### src/rtl/ekf_stage_scheduler.sv
// ekf_stage_scheduler
//   Queued stage sequencer in front of the EKF-SLAM core. Host requests
//   {stage, landmark} are screened and queued in a small FIFO. They are then
//   dispatched one at a time: a stage_val strobe is held for VAL_CYC cycles,
//   then the core's stage_rdy completion code is awaited, with a hang timeout.
//
// Ports
//   clk          : clock, rising edge
//   sys_rst      : synchronous reset, active low
//   req_val      : host request valid
//   req_stage    : requested stage (1 PRD, 2 NEW, 3 UPD, 4 ASSOC)
//   req_lk       : landmark index of the request
//   req_rdy      : queue can accept (combinational)
//   landmark_num : current landmark count, upper bound for NEW/UPD indices
//   stage_val    : stage strobe to the core
//   l_k          : landmark index to the core, held for the dispatch
//   stage_rdy    : completion code from the core (0 when nothing finished)
//   busy         : sequencer not idle
//   cur_stage    : stage in progress, 0 when idle
//   done_pulse   : one-cycle completion strobe
//   done_stage   : stage of the last completion
//   err_val      : one-cycle error strobe
//   err_code     : 0 illegal stage, 1 range, 2 order, 3 timeout
//   err_flag     : sticky error indicator
module ekf_stage_scheduler #(
  parameter int QUEUE_DEPTH = 4,
  parameter int ROW_LEN     = 10,
  parameter int VAL_CYC     = 2,
  parameter int TIMEOUT_W   = 12,
  parameter int TIMEOUT     = 4095
) (
  input  logic               clk,
  input  logic               sys_rst,
  input  logic               req_val,
  input  logic [2:0]         req_stage,
  input  logic [ROW_LEN-1:0] req_lk,
  output logic               req_rdy,
  input  logic [ROW_LEN-1:0] landmark_num,
  output logic [2:0]         stage_val,
  output logic [ROW_LEN-1:0] l_k,
  input  logic [2:0]         stage_rdy,
  output logic               busy,
  output logic [2:0]         cur_stage,
  output logic               done_pulse,
  output logic [2:0]         done_stage,
  output logic               err_val,
  output logic [1:0]         err_code,
  output logic               err_flag
);

  localparam int PTR_W = (QUEUE_DEPTH > 1) ? $clog2(QUEUE_DEPTH) : 1;
  localparam int CNT_W = $clog2(QUEUE_DEPTH + 1);
  localparam int VC_W  = (VAL_CYC > 1) ? $clog2(VAL_CYC) : 1;
  localparam int ENT_W = 3 + ROW_LEN;

  localparam logic [2:0] ST_PRD   = 3'd1;
  localparam logic [2:0] ST_NEW   = 3'd2;
  localparam logic [2:0] ST_UPD   = 3'd3;
  localparam logic [2:0] ST_ASSOC = 3'd4;

  localparam logic [1:0] ERR_ILLEGAL = 2'd0;
  localparam logic [1:0] ERR_RANGE   = 2'd1;
  localparam logic [1:0] ERR_ORDER   = 2'd2;
  localparam logic [1:0] ERR_TIMEOUT = 2'd3;

  localparam logic [1:0] S_IDLE  = 2'd0;
  localparam logic [1:0] S_ISSUE = 2'd1;
  localparam logic [1:0] S_WAIT  = 2'd2;
  localparam logic [1:0] S_DONE  = 2'd3;

  // FIFO storage and control
  logic [ENT_W-1:0] mem_q [QUEUE_DEPTH];
  logic [PTR_W-1:0] wr_ptr_q, wr_ptr_d, rd_ptr_q, rd_ptr_d;
  logic [CNT_W-1:0] cnt_q, cnt_d;

  // sequencer state
  logic [1:0]         state_q, state_d;
  logic [2:0]         cur_q, cur_d;
  logic [ROW_LEN-1:0] lk_q, lk_d;
  logic [2:0]         sval_q, sval_d;
  logic [VC_W-1:0]    vcnt_q, vcnt_d;
  logic [TIMEOUT_W-1:0] tmo_q, tmo_d;
  logic               prd_done_q, prd_done_d;
  logic               done_p_q, done_p_d;
  logic [2:0]         done_s_q, done_s_d;
  logic               err_val_q, err_val_d;
  logic [1:0]         err_code_q, err_code_d;
  logic               err_flag_q, err_flag_d;

  logic               full, empty, accept;
  logic               stage_legal, range_bad, enq_ill, enq_rng, push, pop;
  logic [2:0]         head_stage;
  logic [ROW_LEN-1:0] head_lk;
  logic               fsm_err;
  logic [1:0]         fsm_code;

  assign full    = (cnt_q == CNT_W'(QUEUE_DEPTH));
  assign empty   = (cnt_q == '0);
  // Full blocks acceptance even when a pop happens in the same cycle.
  assign req_rdy = sys_rst & ~full;
  assign accept  = req_val & req_rdy;

  assign stage_legal = (req_stage >= ST_PRD) && (req_stage <= ST_ASSOC);
  assign range_bad   = ((req_stage == ST_NEW) || (req_stage == ST_UPD)) &&
                       (req_lk >= landmark_num);
  assign enq_ill     = accept & ~stage_legal;
  assign enq_rng     = accept & stage_legal & range_bad;
  assign push        = accept & stage_legal & ~range_bad;

  assign head_stage  = mem_q[rd_ptr_q][ENT_W-1 -: 3];
  assign head_lk     = mem_q[rd_ptr_q][ROW_LEN-1:0];
  // An idle sequencer always consumes the head, whether it dispatches or drops it.
  assign pop         = (state_q == S_IDLE) && !empty;

  always_comb begin
    wr_ptr_d = wr_ptr_q;
    rd_ptr_d = rd_ptr_q;
    cnt_d    = cnt_q;
    if (push) begin
      wr_ptr_d = (wr_ptr_q == PTR_W'(QUEUE_DEPTH - 1)) ? '0 : wr_ptr_q + PTR_W'(1);
    end
    if (pop) begin
      rd_ptr_d = (rd_ptr_q == PTR_W'(QUEUE_DEPTH - 1)) ? '0 : rd_ptr_q + PTR_W'(1);
    end
    if (push && !pop) begin
      cnt_d = cnt_q + CNT_W'(1);
    end else if (!push && pop) begin
      cnt_d = cnt_q - CNT_W'(1);
    end
  end

  always_comb begin
    state_d    = state_q;
    cur_d      = cur_q;
    lk_d       = lk_q;
    sval_d     = sval_q;
    vcnt_d     = vcnt_q;
    tmo_d      = tmo_q;
    prd_done_d = prd_done_q;
    done_p_d   = 1'b0;
    done_s_d   = done_s_q;
    fsm_err    = 1'b0;
    fsm_code   = ERR_ORDER;
    case (state_q)
      S_IDLE: begin
        if (pop) begin
          if ((head_stage != ST_PRD) && !prd_done_q) begin
            // No prediction has completed yet: the entry is discarded.
            fsm_err  = 1'b1;
            fsm_code = ERR_ORDER;
          end else begin
            cur_d   = head_stage;
            lk_d    = head_lk;
            sval_d  = head_stage;
            vcnt_d  = '0;
            state_d = S_ISSUE;
          end
        end
      end
      S_ISSUE: begin
        if (vcnt_q == VC_W'(VAL_CYC - 1)) begin
          sval_d  = '0;
          tmo_d   = '0;
          state_d = S_WAIT;
        end else begin
          vcnt_d = vcnt_q + VC_W'(1);
        end
      end
      S_WAIT: begin
        if (stage_rdy == cur_q) begin
          done_p_d = 1'b1;
          done_s_d = cur_q;
          state_d  = S_DONE;
        end else if (tmo_q == TIMEOUT_W'(TIMEOUT - 1)) begin
          // This cycle is the TIMEOUT-th spent waiting.
          fsm_err  = 1'b1;
          fsm_code = ERR_TIMEOUT;
          cur_d    = '0;
          state_d  = S_IDLE;
        end else begin
          tmo_d = tmo_q + TIMEOUT_W'(1);
        end
      end
      S_DONE: begin
        if (cur_q == ST_PRD) begin
          prd_done_d = 1'b1;
        end
        cur_d   = '0;
        state_d = S_IDLE;
      end
      default: state_d = S_IDLE;
    endcase
  end

  // Sequencer errors take priority over enqueue errors on err_code.
  always_comb begin
    err_val_d  = fsm_err | enq_ill | enq_rng;
    err_flag_d = err_flag_q | err_val_d;
    err_code_d = err_code_q;
    if (fsm_err) begin
      err_code_d = fsm_code;
    end else if (enq_ill) begin
      err_code_d = ERR_ILLEGAL;
    end else if (enq_rng) begin
      err_code_d = ERR_RANGE;
    end
  end

  always_ff @(posedge clk) begin
    if (push) begin
      mem_q[wr_ptr_q] <= {req_stage, req_lk};
    end
  end

  always_ff @(posedge clk) begin
    if (!sys_rst) begin
      wr_ptr_q   <= '0;
      rd_ptr_q   <= '0;
      cnt_q      <= '0;
      state_q    <= S_IDLE;
      cur_q      <= '0;
      lk_q       <= '0;
      sval_q     <= '0;
      vcnt_q     <= '0;
      tmo_q      <= '0;
      prd_done_q <= 1'b0;
      done_p_q   <= 1'b0;
      done_s_q   <= '0;
      err_val_q  <= 1'b0;
      err_code_q <= '0;
      err_flag_q <= 1'b0;
    end else begin
      wr_ptr_q   <= wr_ptr_d;
      rd_ptr_q   <= rd_ptr_d;
      cnt_q      <= cnt_d;
      state_q    <= state_d;
      cur_q      <= cur_d;
      lk_q       <= lk_d;
      sval_q     <= sval_d;
      vcnt_q     <= vcnt_d;
      tmo_q      <= tmo_d;
      prd_done_q <= prd_done_d;
      done_p_q   <= done_p_d;
      done_s_q   <= done_s_d;
      err_val_q  <= err_val_d;
      err_code_q <= err_code_d;
      err_flag_q <= err_flag_d;
    end
  end

  assign stage_val  = sval_q;
  assign l_k        = lk_q;
  assign busy       = (state_q != S_IDLE);
  assign cur_stage  = cur_q;
  assign done_pulse = done_p_q;
  assign done_stage = done_s_q;
  assign err_val    = err_val_q;
  assign err_code   = err_code_q;
  assign err_flag   = err_flag_q;

endmodule

### config.mk
export PLATFORM = sky130hd
export DESIGN_NAME = ekf_stage_scheduler
export DESIGN_NICKNAME = d
export VERILOG_FILES = /design/src/rtl/ekf_stage_scheduler.sv
export SDC_FILE = /design/constraint.sdc
export NUM_CORES = 1
export LEC_CHECK = 0
export CORE_ASPECT_RATIO = 0.7
export CORE_UTILIZATION = 44
export DETAILED_ROUTE_END_ITERATION = 6
export PLACE_DENSITY_LB_ADDON = 0.08
export SLEW_MARGIN = 5
export SYNTH_ARGS = -nofsm -noshare
export SYNTH_HDL_FRONTEND = slang
export SYNTH_SLANG_ARGS = --single-unit
export TNS_END_PERCENT = 20
### constraint.sdc
create_clock -name clk -period 5.9 [get_ports clk]
set_input_delay 0.885 -clock clk [delete_from_list [all_inputs] [get_ports clk]]
set_output_delay 0.885 -clock clk [all_outputs]
set_load 0.02 [all_outputs]
======== Word-level counts from Yosys, hierarchy flattened ========
Memories as Yosys holds them, arrays and structs flattened. A register that Yosys moved wholly into a read port is not among the register bits.
Cells that the tools add are included.
cells by class
  reduce and logical (&&, ||, !) cells .... 28
  add/sub/neg operators ................... 6
  mux-type cells .......................... 41
  $lt $le $gt $ge ......................... 3
  equality and inequality tests ........... 19
  bitwise logic cells ..................... 13
operator list
  operator               number
  $mux 12                3
  $mux 2                 12
  $pmux 12 s2            1
  $mux 3                 7
  $mux 1                 13
  $add 12x1->12 const B  1
  $eq 12x12->1 const B   1
  $ne 2x2->1 const B     6
  $reduce_and 4->1       3
  $ge 10x10->1           1
  $pmux 3 s3             1
  $eq 2x2->1 const B     4
  $pmux 2 s4             1
  $reduce_bool 2->1      4
  $and 1x1->1            6
  $eq 3x2->1 const B     2
  $logic_and 1x1->1      6
  $pmux 3 s2             1
  $reduce_and 2->1       3
  $reduce_and 3->1       2
  $reduce_bool 3->1      2
  $reduce_and 5->1       1
  $add 2x1->2 const B    2
  $logic_not 1->1        4
  17 further kinds       23
word-level totals
  output and inout bits ................... 26
  memory bits (writable) .................. 52
  register bits after elaboration ......... 47
  memories kept ........................... 1
memory list
  name   words  width  read ports  clocked after memory_dff  wr ports  RTL line  source
  mem_q  4      13     1           1                         1         72        logic [ENT_W-1:0] mem_q [QUEUE_DEPTH];

======== Depth between registers and ports, before layout ========
Gate-level depths: netlist of the first run.
  depth in word-level cells ............... 10
  mapped depth ............................ 14

======== Worst setup path before layout of the first run ========
No wires, ideal clock.
  path kind ............................... input port to flip-flop
  start ................................... in landmark_num[7]
  end ..................................... reg cnt_q[2]
  arrival ................................. 3.403 ns
  data required time ...................... 5.829 ns
  library setup time ...................... 0.071 ns
  path slack .............................. 2.426 ns
  stages .................................. 14
  path through ............................ inv_1 -> ha_1 -> a211oi_1 -> nor2_1 -> or3_1 -> nor2_1 -> a21o_1 -> clkbuf_1 -> ha_1 -> inv_1 -> fa_1 -> xor2_1 -> or3_1 -> a21oi_1
on the way
  longest elaborated chain between the ends .. 7
  elaborated cells between the ends (all ways) .. 9
  classes of those cells .................. 1 x order compare; 1 x mux; 2 x bitwise; 5 x reduce/logical
RTL lines
  item                         RTL line  source
  start, declared              38        input logic [ROW_LEN-1:0] landmark_num,
  $ge 10x10->1 (*)             105       (req_lk >= landmark_num);
  $logic_and 1x1->1 (*)        104       assign range_bad = ((req_stage == ST_NEW) || (req_stage == ST_UPD)) &&
  $not 1->1 (*)                108       assign push = accept & stage_legal & ~range_bad;
  $and 1x1->1 (*)              108
  net push                     91        logic stage_legal, range_bad, enq_ill, enq_rng, push, pop;
  $logic_not 1->1              127       end else if (!push && pop) begin
  $logic_and 1x1->1            127
  $reduce_bool 2->1 (no line)  --
  end signal, assigned         235       cnt_q <= cnt_d;
  end, declared                74        logic [CNT_W-1:0] cnt_q, cnt_d;
Mark *: on every way through the listed nets, which the timed path passes. The rest lies on a longest branch.
A chain may end at the register's enable or synchronous reset.

======== Worst setup path in the final report of the first run ========
  start ................................... in req_lk[7]
  end ..................................... reg cnt_q[2]
on the way
  longest elaborated chain between the ends .. 7
  elaborated cells between the ends (all ways) .. 9
  classes of those cells .................. 1 x order compare; 1 x mux; 2 x bitwise; 5 x reduce/logical
RTL lines
  item                         RTL line  source
  start, declared              36        input logic [ROW_LEN-1:0] req_lk,
  $ge 10x10->1 (*)             105
  $logic_and 1x1->1 (*)        104
  $not 1->1 (*)                108
  $and 1x1->1 (*)              108
  $logic_not 1->1              127
  $logic_and 1x1->1            127
  $reduce_bool 2->1 (no line)  --
Every way passes the cells marked *; elsewhere a longest branch is shown, timed or not.

==> results of run 1 <==
## synthesized netlist by cell type (all sizes together)
| cell type | number | area (um2) |
|---|---|---|
| a31oi | 2 | 12.5 |
| nand2b | 1 | 6.26 |
| buf | 5 | 23.8 |
| a41oi | 2 | 17.5 |
| inv | 23 | 86.3 |
| a211oi | 6 | 57.6 |
| xor2 | 14 | 123 |
| and2b | 3 | 25.0 |
| a21oi | 15 | 75.1 |
| nor3 | 7 | 40.0 |
| nor4 | 1 | 21.3 |
| clkbuf | 7 | 26.3 |
| o31ai | 3 | 27.5 |
| or2b | 1 | 7.51 |
| nor2b | 1 | 6.26 |
| nand4 | 12 | 75.1 |
| edfxtp | 52 | 1560 |
| nand3 | 17 | 90.1 |
| xnor2 | 1 | 8.76 |
| nor4b | 1 | 15.0 |
| fa | 1 | 20.0 |
| or3 | 4 | 25.0 |
| o32ai | 1 | 8.76 |
| mux2i | 6 | 60.1 |
| nor2 | 25 | 96.4 |
| mux4 | 13 | 293 |
| a21o | 1 | 7.51 |
| nand2 | 25 | 93.8 |
| and3 | 2 | 12.5 |
| or4 | 1 | 7.51 |
| or3b | 2 | 17.5 |
| or2 | 4 | 25.0 |
| nor3b | 2 | 15.0 |
| ha | 18 | 225 |
| and4 | 1 | 8.76 |
| and2 | 5 | 31.3 |
| o21ai | 21 | 105 |
| dfxtp | 49 | 981 |
## state kept, by name, indices dropped and copies added (netlist names), named ones only
name and count:
tmo_q 12, err_code 2, prd_done_q 1, vcnt_q 1, rd_ptr_q 2, err_flag 1
mem_q 52, cnt_q 3, wr_ptr_q 2, cur_stage 3, done_pulse 1, state_q 2
stage_val 3, err_val 1, done_stage 3, l_k 10
## critical path: stages
cell	delay, ns
sky130_fd_sc_hd__clkdlybuf4s50_1	0.48
sky130_fd_sc_hd__ha_1	0.34
sky130_fd_sc_hd__a211oi_1	0.22
sky130_fd_sc_hd__nor2_1	0.09
sky130_fd_sc_hd__or3_1	0.38
sky130_fd_sc_hd__nor2_1	0.10
sky130_fd_sc_hd__a21o_1	0.24
sky130_fd_sc_hd__ha_1	0.21
sky130_fd_sc_hd__inv_1	0.06
sky130_fd_sc_hd__fa_1	0.37
sky130_fd_sc_hd__xor2_1	0.17
sky130_fd_sc_hd__or3_1	0.30
sky130_fd_sc_hd__a21oi_1	0.14
## routing by layer
layer / share of wire (%) / global-route usage (%) / up-vias / routed length, um
met5: 0 / 0 / - / 0
met4: 0.98 / 4.71 / 0 / 82
met3: 3.8 / 4.44 / 7 / 323
met2: 43 / 25.5 / 56 / 3590
met1: 52 / 27.3 / 1354 / 4390
li1: - / - / 1405 / -
## where the power goes
part	switching (mW)	internal, mW	total, mW
clock	0.256	0.419	0.676
sequential	0.0861	0.799	0.885
combinational	0.247	0.232	0.479
## final cells by class
class	count	area, um2
Clock buffer	10	229
Clock inverter	6	116
Fill cell	780	3990
Inverter	23	86.3
Multi-Input combinational cell	219	1660
Sequential cell	101	2540
Tap cell	124	155
Timing Repair Buffer	55	548
## how the worst max path moves through the flow
stage                          from  endpoint
global placement          req_lk[7]  cnt_q[2]
floorplan           landmark_num[7]  cnt_q[2]
detailed placement        req_lk[7]  cnt_q[2]
global route              req_lk[7]  cnt_q[2]
finish                    req_lk[7]  cnt_q[2]
CTS                       req_lk[7]  cnt_q[2]
## through the flow
step	util, %	power (mW)	hold slack (ns)
final	57.2	2.04	0.448
after global routing	57.2	2.15	0.483
after CTS	57.2	2.06	0.454
after detailed placement	53.5	1.38	0.443
after global placement	53.5	1.37	0.437
after floorplan	-	1.23	0.452
## cells by family after synthesis
family	count (synthesis)	share of synthesized area (%)
AND/OR/NAND/NOR	115	14.3
flip-flops	101	58.6
AO/OA/AOI/OAI	51	7.18
buffers and inverters	35	3.14
multiplexers	19	8.13
adder cells (fa/ha/maj)	19	5.65
XOR/XNOR	15	3.03
==> results_dict.tcl, run 1 <==
set metrics [dict create \
    first_global_vias 2639 \
    via_count 2822 \
    setup_total_negative_slack_ns 0 \
    gpl.final_weighted_congestion 0.762 \
    placement_cell_area_um2 4990 \
    layout.cell_area.non_filler_um2 5340 \
    clock-skew-final_ns 0.00937 \
    reg2reg_depth 6 \
    grt_pass1_wl_um 14000 \
    place_inst 522 \
    detail_route.wl_per_cell_um 15.6 \
    cts.reportedPaths.clkPinSlew_ns 0.07 \
    clock_sink_count 101 \
    cts_max_path_buffers 2 \
    ctsHoldBuffers 0 \
    syn_inst 355 \
    crit_path_start_kind "input pin" \
    worstMarginPinSlew_ns 0.894 \
    most_frequent_standard_cell_in_the_layout_excluding_fill_and_tap_cells "sky130_fd_sc_hd__clkdlybuf4s50_1" \
    gr-usage-all-layers_pct 18.0 \
    numPortBuffers 54 \
    fp.dieH_um 85.1 \
    fmax_mhz 269 \
    setup_viol 0 \
    cts_htree_levels 3 \
    synth.lib_cells_used.distinct 47 \
    detail_route.iter0.violations 204 \
    maximum_number_of_pins_on_one_net_before_global_route_repair 36 \
    initial_utilization_pct 46.5 \
    finalCritPeriodShare_pct 63.0 \
    synth_area_um2 4340 \
    worstHoldStart "stage_val[1]" \
    path_max_fanout 7 \
    synth_seq_cells 101 \
    syn2layout_area_growth_pct 23.0 \
    antenna_cells_inserted 0 \
    preCtsSetupSlack_ns 1.82 \
    post_layout_nonfiller_instances 538 \
    ant_nets 0 \
    fp.coreArea_um2 9330 \
    fp.dieArea_um2 10300 \
    power.density_nw_per_um2 382 \
    dp_hpwl_um 6070 \
    result_of_the_run "complete, no violations" \
    cts.root.buffer_cell "sky130_fd_sc_hd__clkbuf_16" \
    std_cell_rows 29 \
    max-slew-margin-rel_pct 40.3 \
    class_of_the_most_critical_hold_timing_path "reg2reg" \
    hold_depth 2 \
    static-leakage-power_nw 1.89 \
    r2r_slack_ns 3.09 \
    synthesis.area_per_instance_um2 12.2 \
    grt_overflow 0 \
    drt-pass1-iter-count 4 \
    num_io_pins 55 \
    detail_route.vias_per_cell 5.25 \
    crit_required_ns 6.17 \
    drt-total-wl_um 8400 \
    die_w_um 121 \
    fin_crit_ns 3.72 \
    most-common-layout-cells "sky130_fd_sc_hd__clkdlybuf4s50_1 (54), sky130_fd_sc_hd__edfxtp_1 (52), sky130_fd_sc_hd__dfxtp_1 (49)" \
    worstPathArrival_ns 3.99 \
    worst_ir_drop_vdd_mv 0.172 \
    post_cts.repair.setup_buffers 0 \
    timing.max_cap.violations 0 \
    clock_buffers_created_by_tritoncts 9 \
    post-route-drc-count 0 \
    syn-num-nets 403 \
    yosys_warnings 0 \
    r2r-end "l_k[4]" \
    finalHoldViolations 0 \
    fin_nets 457 \
    timing.final.max_slew_violations 0 \
    clock_insertion_delay_worst_skew_ns 0.34 \
    end_kind "flop" \
    cts_tree "done" \
    synth_seq_area_share_pct 58.6 \
    final_critical_path_setup_slack_ns 2.18 \
    criticalPathCategory "in2reg" \
    rsz0062_at_grt "false" \
    post_cts.resized_instances 0 \
    initial_antenna_violation_count 0 \
    drive_above_1_share_pct 10.1 \
    hold-path-endpoint "stage_val[1]" \
]
No activity file was read; power rests on OpenSTA's default activity.
==> run 2, diff against run 1 <==
clock period = 3.2 ns   (was 5.9 ns; I/O delays follow)
==> run 2 against run 1 <==
Sequential power up 79%. Wire length rose by 3.7%. Clock power up 63%. Combinational power is 110% higher. Flip-flop and latch count is the same. Register-to-register slack lost 2.5 ns. Die area unchanged. Via count up 2.9%. Power is 81% higher. Highest routed layer unchanged.
==> results_dict.tcl, run 2 (same netlist as run 1, synthesis figures left out) <==
set metrics [dict create \
    finalHoldViolations 0 \
    max-slew-margin-rel_pct 59.1 \
    fmax_mhz 324 \
    fp.coreArea_um2 9330 \
    fp.dieH_um 85.1 \
    die_w_um 121 \
    worstHoldStart "stage_val[1]" \
    initial_antenna_violation_count 0 \
    report.power.total_mw 3.69 \
    gpl.final_weighted_congestion 0.786 \
    numPortBuffers 54 \
    class_of_the_most_critical_hold_timing_path "reg2reg" \
    hold-path-endpoint "stage_val[1]" \
    fp.dieArea_um2 10300 \
    r2r_slack_ns 0.59 \
    cts_max_path_buffers 2 \
    final.fill_count 765 \
    result_of_the_run "complete, no violations" \
    most-common-layout-cells "sky130_fd_sc_hd__clkdlybuf4s50_1 (54), sky130_fd_sc_hd__edfxtp_1 (52), sky130_fd_sc_hd__dfxtp_1 (49)" \
    finalCritPeriodShare_pct 96.4 \
    grt_overflow 0 \
    path_max_fanout 2 \
    hold_depth 2 \
    drt-pass1-iter-count 4 \
    initial_utilization_pct 46.5 \
    fin_crit_ns 3.09 \
    syn2layout_area_growth_pct 27.5 \
    worstPathArrival_ns 3.35 \
    worstMarginPinSlew_ns 0.608 \
    ant_nets 0 \
    clock_buffers_created_by_tritoncts 9 \
    static-leakage-power_nw 2.02 \
    end_kind "flop" \
    dp_hpwl_um 6490 \
    clock-skew-final_ns 0.00665 \
    detail_route.vias_per_cell 5.12 \
    worst_r2r_startpoint "cnt_q[0]" \
    most_frequent_standard_cell_in_the_layout_excluding_fill_and_tap_cells "sky130_fd_sc_hd__clkdlybuf4s50_1" \
    criticalPathCategory "in2reg" \
    ctsHoldBuffers 0 \
    post_cts.repair.setup_buffers 0 \
    worst_ir_drop_vdd_mv 0.368 \
    fin_nets 486 \
    drive_above_1_share_pct 17.2 \
    num_io_pins 55 \
    startpoint_of_the_worst_setup_timing_path "landmark_num[7]" \
    detail_route.wl_per_cell_um 15.4 \
    timing.max_cap.violations 0 \
    registers.top_by_ff_count "mem_q" \
    cts_htree_levels 3 \
    power.density_nw_per_um2 666 \
    place_inst 551 \
    maximum_number_of_pins_on_one_net_before_global_route_repair 35 \
    std_cell_rows 29 \
    detail_route.iter0.violations 128 \
    r2r-end "cnt_q[2]" \
    fin_util_pct 59.3 \
    cts.root.buffer_cell "sky130_fd_sc_hd__clkbuf_16" \
    clock_insertion_delay_worst_skew_ns 0.34 \
    grt_pass1_wl_um 14200 \
    clock_sink_count 101 \
    first_global_vias 2788 \
    cts_tree "done" \
    largest_reg_flops 52 \
    reg2reg_depth 9 \
    via_count 2903 \
    setup_viol 0 \
    gr-usage-all-layers_pct 18.4 \
    crit_required_ns 3.47 \
    crit_path_start_kind "input pin" \
    drt-total-wl_um 8710 \
    rsz0062_at_grt "false" \
    antenna_cells_inserted 0 \
    post-route-drc-count 0 \
    post_layout_nonfiller_instances 567 \
    cts.reportedPaths.clkPinSlew_ns 0.07 \
    timing.final.max_slew_violations 0 \
]
[run 2: final cells by class]
| type | count | area, um2 | share of cell area, % |
|---|---|---|---|
| Multi-Input combinational cell | 219 | 1680 | 30.3 |
| Clock inverter | 7 | 80.1 | 1.45 |
| Tap cell | 124 | 155 | 2.80 |
| Sequential cell | 101 | 2540 | 45.9 |
| Clock buffer | 9 | 225 | 4.07 |
| Inverter | 23 | 86.3 | 1.56 |
| Timing Repair Buffer | 84 | 766 | 13.8 |
[run 2: critical path, stage by stage]
cell and delay [ns]:
sky130_fd_sc_hd__clkdlybuf4s50_1 0.45, sky130_fd_sc_hd__inv_1 0.04, sky130_fd_sc_hd__ha_1 0.30, sky130_fd_sc_hd__a211oi_2 0.19
sky130_fd_sc_hd__nor2_1 0.09, sky130_fd_sc_hd__or3_4 0.38, sky130_fd_sc_hd__nor2_2 0.09, sky130_fd_sc_hd__a21o_1 0.13
sky130_fd_sc_hd__ha_1 0.17, sky130_fd_sc_hd__inv_1 0.06, sky130_fd_sc_hd__fa_2 0.34, sky130_fd_sc_hd__xor2_1 0.17
sky130_fd_sc_hd__or3_1 0.32, sky130_fd_sc_hd__a21oi_2 0.14
[run 2: worst max-delay path by stage]
stage | end | depth (start not counted) | slack, ns
5_1_grt | cnt_q[2] | 14 | 0.03
2_1_floorplan | cnt_q[2] | 14 | 0.13
4_1_cts | cnt_q[2] | 14 | 0.005
3_5_place_dp | cnt_q[2] | 14 | -0.35
3_3_place_gp | cnt_q[2] | 14 | -0.21
6_report | cnt_q[2] | 14 | 0.11
[run 2: stage by stage]
step | area [um2] | hold WS (ns) | setup slack (ns) | TNS (ns)
final | 5530 | 0.450 | 0.115 | 0
after global routing | 5530 | 0.475 | 0.0311 | 0
after CTS | 5520 | 0.456 | 0.00481 | 0
after detailed placement | 5210 | 0.447 | -0.348 | -0.374
after global placement | 5210 | 0.439 | -0.212 | -0.212
after floorplan | 4340 | 0.452 | 0.131 | 0
[run 2: timing repair]
item,CTS,global route
setup endpoints to repair,1,1
gates resized for setup,1,4
hold endpoints to repair,0,0
[run 2: routing by layer]
| layer | share of wire (%) | GRT usage [%] | vias up | wire length (um) |
|---|---|---|---|---|
| met1 | 54 | 27.5 | 1392 | 4660 |
| met5 | 0 | 0 | - | 0 |
| met2 | 42 | 26.1 | 49 | 3650 |
| met4 | 0.69 | 5.84 | 0 | 60 |
| met3 | 3.9 | 4.64 | 5 | 337 |
| li1 | - | - | 1457 | - |
[run 2: report_power, final]
part	switching (mW)	leakage (nW)	internal [mW]	total, mW
Combinational	0.531	1.00	0.468	0.999
Sequential	0.110	0.867	1.47	1.58
Clock	0.487	0.150	0.617	1.10
Total	1.13	2.02	2.56	3.69
